**src/rtl/dadda_wb_ctrl.sv**
```systemverilog
// dadda_wb_ctrl: Wishbone slave front-end for an 8x8 Dadda multiplier.
// Software loads operands (OPND) and writes CTRL.start. The block then holds
// mul_enable for the settle latency, captures mul_out into RESULT, and sets
// STATUS.done, which raises irq when CTRL.irq_en is set.
// Ports:
//   wb_clk_i, wb_rst_i        clock, async active-high reset
//   wbs_stb_i/cyc_i/we_i      Wishbone control
//   wbs_sel_i, wbs_adr_i      byte enables, byte address
//   wbs_dat_i / wbs_dat_o     write data / read data (non-zero only with ack)
//   wbs_ack_o                 one-cycle acknowledge
//   mul_a, mul_b, mul_enable  multiplier drive
//   mul_out                   multiplier product
//   irq                       level interrupt (done & irq_en)
module dadda_wb_ctrl #(
  parameter logic [31:0] BASE_ADDR   = 32'h3000_0000,
  parameter int          MUL_LATENCY = 2
) (
  input  logic        wb_clk_i,
  input  logic        wb_rst_i,
  input  logic        wbs_stb_i,
  input  logic        wbs_cyc_i,
  input  logic        wbs_we_i,
  input  logic [3:0]  wbs_sel_i,
  input  logic [31:0] wbs_adr_i,
  input  logic [31:0] wbs_dat_i,
  output logic        wbs_ack_o,
  output logic [31:0] wbs_dat_o,
  output logic [7:0]  mul_a,
  output logic [7:0]  mul_b,
  output logic        mul_enable,
  input  logic [15:0] mul_out,
  output logic        irq
);

  localparam logic [3:0] LP_LOAD = 4'(MUL_LATENCY - 1);

  typedef enum logic [1:0] {S_IDLE, S_RUN, S_CAPT} state_t;

  state_t      r_state, w_state_nxt;
  logic        r_ack;
  logic        r_we;
  logic [1:0]  r_off;
  logic [1:0]  r_sel;
  logic [15:0] r_wdat;
  logic [31:0] r_rdata;
  logic [3:0]  r_cnt;
  logic        r_en;
  logic [7:0]  r_a, r_b;
  logic        r_irq_en, r_done, r_ovr;
  logic [15:0] r_result;

  logic        w_hit, w_busy, w_wr;
  logic        w_wr_opnd, w_wr_ctrl, w_wr_stat;
  logic        w_start_req, w_load, w_capt;
  logic [31:0] w_rdata;

  // Bits of the bus that no register uses.
  logic w_unused;
  assign w_unused = &{1'b0, wbs_adr_i[1:0], wbs_dat_i[31:16], wbs_sel_i[3:2]};

  // !r_ack keeps a held strobe from re-hitting during its own ack cycle.
  assign w_hit  = wbs_stb_i & wbs_cyc_i & (wbs_adr_i[31:4] == BASE_ADDR[31:4]) & ~r_ack;
  assign w_busy = (r_state != S_IDLE);

  // Writes are latched at the hit and committed at the end of the ack cycle.
  assign w_wr        = r_ack & r_we;
  assign w_wr_opnd   = w_wr & (r_off == 2'd0);
  assign w_wr_ctrl   = w_wr & (r_off == 2'd1);
  assign w_wr_stat   = w_wr & (r_off == 2'd2);
  assign w_start_req = w_wr_ctrl & r_sel[0] & r_wdat[0];

  always_comb begin
    w_rdata = 32'h0;
    case (wbs_adr_i[3:2])
      2'd0:    w_rdata = {16'h0, r_b, r_a};
      2'd1:    w_rdata = {30'h0, r_irq_en, 1'b0};
      2'd2:    w_rdata = {29'h0, r_ovr, r_done, w_busy};
      default: w_rdata = {16'h0, r_result};
    endcase
  end

  always_ff @(posedge wb_clk_i or posedge wb_rst_i) begin
    if (wb_rst_i) begin
      r_ack   <= 1'b0;
      r_we    <= 1'b0;
      r_off   <= 2'd0;
      r_sel   <= 2'd0;
      r_wdat  <= 16'h0;
      r_rdata <= 32'h0;
    end else begin
      r_ack   <= w_hit;
      r_rdata <= (w_hit & ~wbs_we_i) ? w_rdata : 32'h0;
      if (w_hit) begin
        r_we   <= wbs_we_i;
        r_off  <= wbs_adr_i[3:2];
        r_sel  <= wbs_sel_i[1:0];
        r_wdat <= wbs_dat_i[15:0];
      end
    end
  end

  always_ff @(posedge wb_clk_i or posedge wb_rst_i) begin
    if (wb_rst_i) r_state <= S_IDLE;
    else          r_state <= w_state_nxt;
  end

  always_comb begin
    w_state_nxt = r_state;
    w_load      = 1'b0;
    w_capt      = 1'b0;
    case (r_state)
      S_IDLE: if (w_start_req) begin
        w_state_nxt = S_RUN;
        w_load      = 1'b1;
      end
      S_RUN:  if (r_cnt == 4'd0) w_state_nxt = S_CAPT;
      S_CAPT: begin
        w_capt      = 1'b1;
        w_state_nxt = S_IDLE;
      end
      default: w_state_nxt = S_IDLE;
    endcase
  end

  always_ff @(posedge wb_clk_i or posedge wb_rst_i) begin
    if (wb_rst_i) begin
      r_cnt    <= 4'd0;
      r_en     <= 1'b0;
      r_a      <= 8'h0;
      r_b      <= 8'h0;
      r_irq_en <= 1'b0;
      r_done   <= 1'b0;
      r_ovr    <= 1'b0;
      r_result <= 16'h0;
    end else begin
      if (w_load)                                 r_cnt <= LP_LOAD;
      else if (r_state == S_RUN && r_cnt != 4'd0) r_cnt <= r_cnt - 4'd1;

      if (w_load)      r_en <= 1'b1;
      else if (w_capt) r_en <= 1'b0;

      // Operands are frozen while an operation is in flight.
      if (w_wr_opnd & ~w_busy) begin
        if (r_sel[0]) r_a <= r_wdat[7:0];
        if (r_sel[1]) r_b <= r_wdat[15:8];
      end

      if (w_wr_ctrl & r_sel[0]) r_irq_en <= r_wdat[1];

      if (w_capt) r_result <= mul_out;

      // Capture is tested before the W1C so a same-cycle clear loses.
      if (w_load)                                  r_done <= 1'b0;
      else if (w_capt)                             r_done <= 1'b1;
      else if (w_wr_stat & r_sel[0] & r_wdat[1])   r_done <= 1'b0;

      if (w_busy & (w_start_req | w_wr_opnd))      r_ovr <= 1'b1;
      else if (w_wr_stat & r_sel[0] & r_wdat[2])   r_ovr <= 1'b0;
    end
  end

  assign wbs_ack_o  = r_ack;
  assign wbs_dat_o  = r_rdata;
  assign mul_a      = r_a;
  assign mul_b      = r_b;
  assign mul_enable = r_en;
  assign irq        = r_done & r_irq_en;

endmodule

```
**config.mk**
```make
export PLATFORM = sky130hd
export DESIGN_NAME = dadda_wb_ctrl
export DESIGN_NICKNAME = d
export VERILOG_FILES = /design/src/rtl/dadda_wb_ctrl.sv
export SDC_FILE = /design/constraint.sdc
export NUM_CORES = 1
export LEC_CHECK = 0
export CORE_AREA = 5 5 92 94
export DETAILED_ROUTE_END_ITERATION = 6
export DIE_AREA = 0 0 97 99
export PLACE_DENSITY = 0.83
export SLEW_MARGIN = 20
export SYNTH_ARGS = -nofsm -noshare
export SYNTH_HDL_FRONTEND = slang
export SYNTH_SLANG_ARGS = --single-unit
```
**constraint.sdc**
```tcl
create_clock -name wb_clk_i -period 6.6 [get_ports wb_clk_i]
set_input_delay 1.65 -clock wb_clk_i [delete_from_list [all_inputs] [get_ports wb_clk_i]]
set_output_delay 1.65 -clock wb_clk_i [all_outputs]
set_load 0.02 [all_outputs]
```
Yosys cells after proc, flatten, opt, wreduce, memory -nomap -nowiden
Cells that the tools add are included.
- add/subtract/negate cells: 1
- equality and inequality tests: 9
- multiplexer cells: 17
- bitwise logic cells: 20
- reductions and logical operators: 14
- operator list (operator ; number):
    16-bit one-hot mux with 3 select lines ; 1
    32-bit two-way mux ; 1
    28-bit by 26-bit == test with 1-bit output (second input constant) ; 1
    1-bit bitwise AND ; 16
    1-bit two-way mux ; 10
    4-bit two-way mux ; 2
    2-bit nonzero test ; 4
    2-bit by 1-bit == test with 1-bit output (second input constant) ; 3
    2-bit == test (second input constant) ; 3
    2-bit logical NOT ; 3
    2-bit AND reduction ; 3
    4-bit logical NOT ; 1
    2-bit two-way mux ; 2
    2-bit inequality test (second input constant) ; 2
    2-bit one-hot mux with 2 select lines ; 1
    4-bit nonzero test ; 1
    4-bit by 1-bit subtractor with 4-bit output (second input constant) ; 1
    1-bit inverter ; 3
    3-bit nonzero test ; 1
    1-bit logical AND ; 1
    1-bit OR ; 1
- flip-flop bits (word level): 96
- output and inout port bits: 51
- word-level logic and storage cells: 76

Longest topological paths before layout
- word-level depth: 7
- depth in mapped cells: 7
- depth with buffers taken out: 6

Worst setup path after synthesis
No wires, ideal clock.
- path type: input to register
- start point: in wbs_adr_i[23]
- end point: reg r_wdat[10]
- library setup time: 125 ps
- arrival time: 2783 ps
- data required time: 6475 ps
- slack: 3692 ps
- cell stages on the path: 5
- cell sequence: nor4_1 > nand4_1 > nor2_1 > buf_4 > mux2_2
- cells in the longest elaborated chain, start to end: 3
- ends and longest elaborated chain (what ; RTL line ; source):
    start: declaration ; 24 ; input logic [31:0] wbs_adr_i,
    28-bit by 26-bit == test with 1-bit output ; 62 ; assign w_hit = wbs_stb_i & wbs_cyc_i & (wbs_adr_i[31:4] == BASE_ADDR[31:4]) & ~r_ack;
    1-bit bitwise AND (2 in a row) ; 62 ;
    end signal: assignment ; 97 ; r_wdat <= wbs_dat_i[15:0];
    end: declaration ; 44 ; logic [15:0] r_wdat;
Every way passes these cells.
A chain may end at the register's enable or synchronous reset.

Final worst setup path
- start point: in wbs_cyc_i
- end point: reg r_wdat[7]
- cells in the longest elaborated chain, start to end: 3
- ends and longest elaborated chain (what ; RTL line ; source):
    start: declaration ; 21 ; input logic wbs_cyc_i,
    1-bit bitwise AND (3 in a row) ; 62 ;
Every way passes these cells.

==> summary.txt <==
Run status
  – Status: completed

Place
  – Placer Congestion: 0.7886
  – I/O Buffers: 103
  – Final HPWL DP: 5495 um

Final layout
  – ANT cells: 0
  – Fraction of layout cells with a size suffix above 1: 0.2167
  – Area Growth Syn to Fin: 37.35%
  – Layout Nets: 446

STA
  – Fin. Hold Viols: 0
  – Worst Clk Skew: 0.01213 ns
  – Fin Hold WS: a little over 0.5 ns
  – Slew Limit Fails: 0
  – Maximum clock frequency: 294.4 MHz
  – Period utilization: 0.5147
  – RSZ-0062 raised after global routing: no
  – Fin Setup TNS: 0 ns
  – Slew headroom: 0.3570
  – Slew @ Worst Pin: 0.9602 ns
  – Clock period minus final worst setup slack: between 3 and 4 ns
  – # setup viols final: 0

Global route
  – GR Util All Layers: 0.1578
  – Congestion Overflow GR: 0
  – First-pass GRT wire length: between 10000 and 15000 um
  – Number of global-route vias before repair: 2463
  – Largest net degree at the start of global routing: between 80 and 90
  – Initial antenna violation count: 0

Power
  – Power Total: between 0.8 and 0.9 mW
  – Leakage: approximately 2.1 nW
  – P per Cell Area: 192.0 nW/um2
  – Worst vdd ir: 0.00009490 V

Clocking
  – Postcts setup bufs: 0
  – Worst-Skew Late Latency: between 0.3 and 0.4 ns
  – Clock Sinks: 80
  – CTS tree: done
  – H-Tree Depth: 3
  – Buffer depth of the longest clock path: 2
  – CTS Hold Buffers Added: 0
  – CTS clk-pin slew, worst paths: around 0.07 ns
  – Clock root buffer: clkbuf_8
  – CTS resizes: 0
  – Total CTS buffers: 9

Floorplan
  – Initial Util: 0.4413
  – Die ar.: 9603 um2
  – Die outline height: 99 um
  – Chip Width: roughly 97 um
  – CORE AREA: 7567 um2
  – IO Count: 140
  – # rows: 32

Drt
  – Initial drt markers: 83
  – # DRC: 0
  – WL per Instance: roughly 16 um
  – Via density: 4.935
  – Final ANT Viol Nets: 0
  – DR vias: between 2000 and 2500
  – Routed WL: approximately 7400 um
  – Number of iterations in the first detailed-routing pass: 4

Logic synthesis
  – Cell taking the most area after synthesis: dfrtp_1
  – Top_reg_cell synth: dfrtp_1
  – Share of the synthesized area in the top cell type: 0.5995
  – FFs w/ async S/R, synth: 1.000
  – Flops & latches, synth: 80
  – Top-count cell post-synth: dfrtp_1
  – Post-synthesis sequential area ratio: 0.5995
  – Synth warnings: 0
  – Post-Synthesis Cells: 250
  – Top post-synthesis cells by area: dfrtp_1 (60%), mux2_2 (19%), buf_4 (4.0%)
  – Synthesized cell area: 3339 um2
  – Post-synth EDFFs: 0
  – Post-synthesis cell type count: 33
  – Synth cell count leaders: dfrtp_1 (80), mux2_2 (55), nor2_1 (20), buf_4 (18), a22oi_1 (14)
  – Mean Syn Cell Area: 13.36 um2

Worst setup path
  – Crit path capture type: register
  – CP Max Fanout: 22
  – CP Launch Type: input port
  – Worst EP arrival: 3.62 ns
  – Critical path type: input port to register
  – Worst Path Required: 6.83 ns

Flow run
  – Max-Cap Viols: 0

Worst hold path
  – Hold Crit Class: register to register
[registers in the layout, summed over array words and instances, names as in the netlist]
signal / flops
mul_a: 8
mul_b: 8
mul_enable: 1
r_cnt: 4
r_done: 1
r_irq_en: 1
r_off: 2
r_ovr: 1
r_result: 16
r_sel: 2
r_state: 2
r_wdat: 16
r_we: 1
wbs_ack_o: 1
wbs_dat_o: 16
[power by group]
part / total, mW / internal [mW] / switching (mW)
Combinational: 0.0650 / 0.0372 / 0.0278
Sequential: 0.490 / 0.490 / 0.00000000589
Clock: 0.326 / 0.157 / 0.169
Total: 0.881 / 0.684 / 0.197
[metal layers]
layer  global-route usage  vias up  routed length [um]
li1                     -     1058                   -
met1               0.1835     1132                3060
met2               0.2702       82                3758
met3              0.03751        8                 404
met4              0.08531        0                 143
met5                    0        -                   0
[cell type report]
type                       instances  area, um2
inverter                           4      16.27
timing repair buffer             104       1039
tap                              102      127.6
sequential                        80       2002
multi-input combinational        156       1219
clock inverter                     4      28.78
fill                             614       2980
clock buffer                      12      155.1
[worst paths after layout]
| check | from | endpoint | slack (ns) | cells after the start |
|---|---|---|---|---|
| worst max-delay path | wbs_cyc_i | r_wdat[7] | 3.20 | 5 |
| worst max register to register | wbs_ack_o | r_wdat[7] | 4.73 | 4 |
| max in group asynchronous | wb_rst_i | mul_b[5] | 4.06 | 3 |
| worst min-delay path | r_wdat[13] | r_wdat[13] | 0.50 | 1 |
| worst min register to register | r_wdat[13] | r_wdat[13] | 0.50 | 1 |
| min in group asynchronous | wb_rst_i | wbs_dat_o[4] | 1.92 | 3 |
[worst max-delay path, stage by stage]
cell             delay, ns
clkdlybuf4s50_1       0.45
nor4bb_1              0.32
nand4_1               0.22
nor2_4                0.57
mux2_2                0.41
[through the flow]
step | utilization | setup WS, ns | cells | cell area, um2
floorplan | - | 2.898 | 265 | 3396
global placement | 0.5809 | 2.524 | 446 | 4395
detailed placement | 0.5818 | 2.812 | 446 | 4403
CTS | 0.6062 | 3.189 | 462 | 4587
global route | 0.6062 | 3.130 | 462 | 4587
finish | 0.6062 | 3.203 | 462 | 4587
[kinds of logic (layout without fill, tap and decap cells)]
| kind of cell | count (synthesis) | after routing | share of synthesized area |
|---|---|---|---|
| fa+ha+maj | 2 | 2 | 0.007492 |
| xor+xnor | 3 | 3 | 0.007870 |
| other cells | 1 | 16 | 0.001123 |
| simple gates | 57 | 57 | 0.08767 |
| mux | 56 | 56 | 0.1922 |
| buf+inv | 29 | 124 | 0.05620 |
| flops | 80 | 80 | 0.5995 |
| compound gates | 22 | 22 | 0.04796 |
[layout by cell type, fill, tap and decap left out, types with 3 or more instances in the layout]
cell / n
a22oi_1: 14
nor2_1: 18
nand3_1: 3
inv_1: 3
clkdlybuf4s50_1: 103
nor2b_1: 3
nor4_1: 5
dfrtp_1: 80
mux2_2: 55
nand4_1: 3
conb_1: 16
clkbuf_8: 11
nand2_1: 9
a21oi_1: 3
No activity file was read; power rests on OpenSTA's default activity.
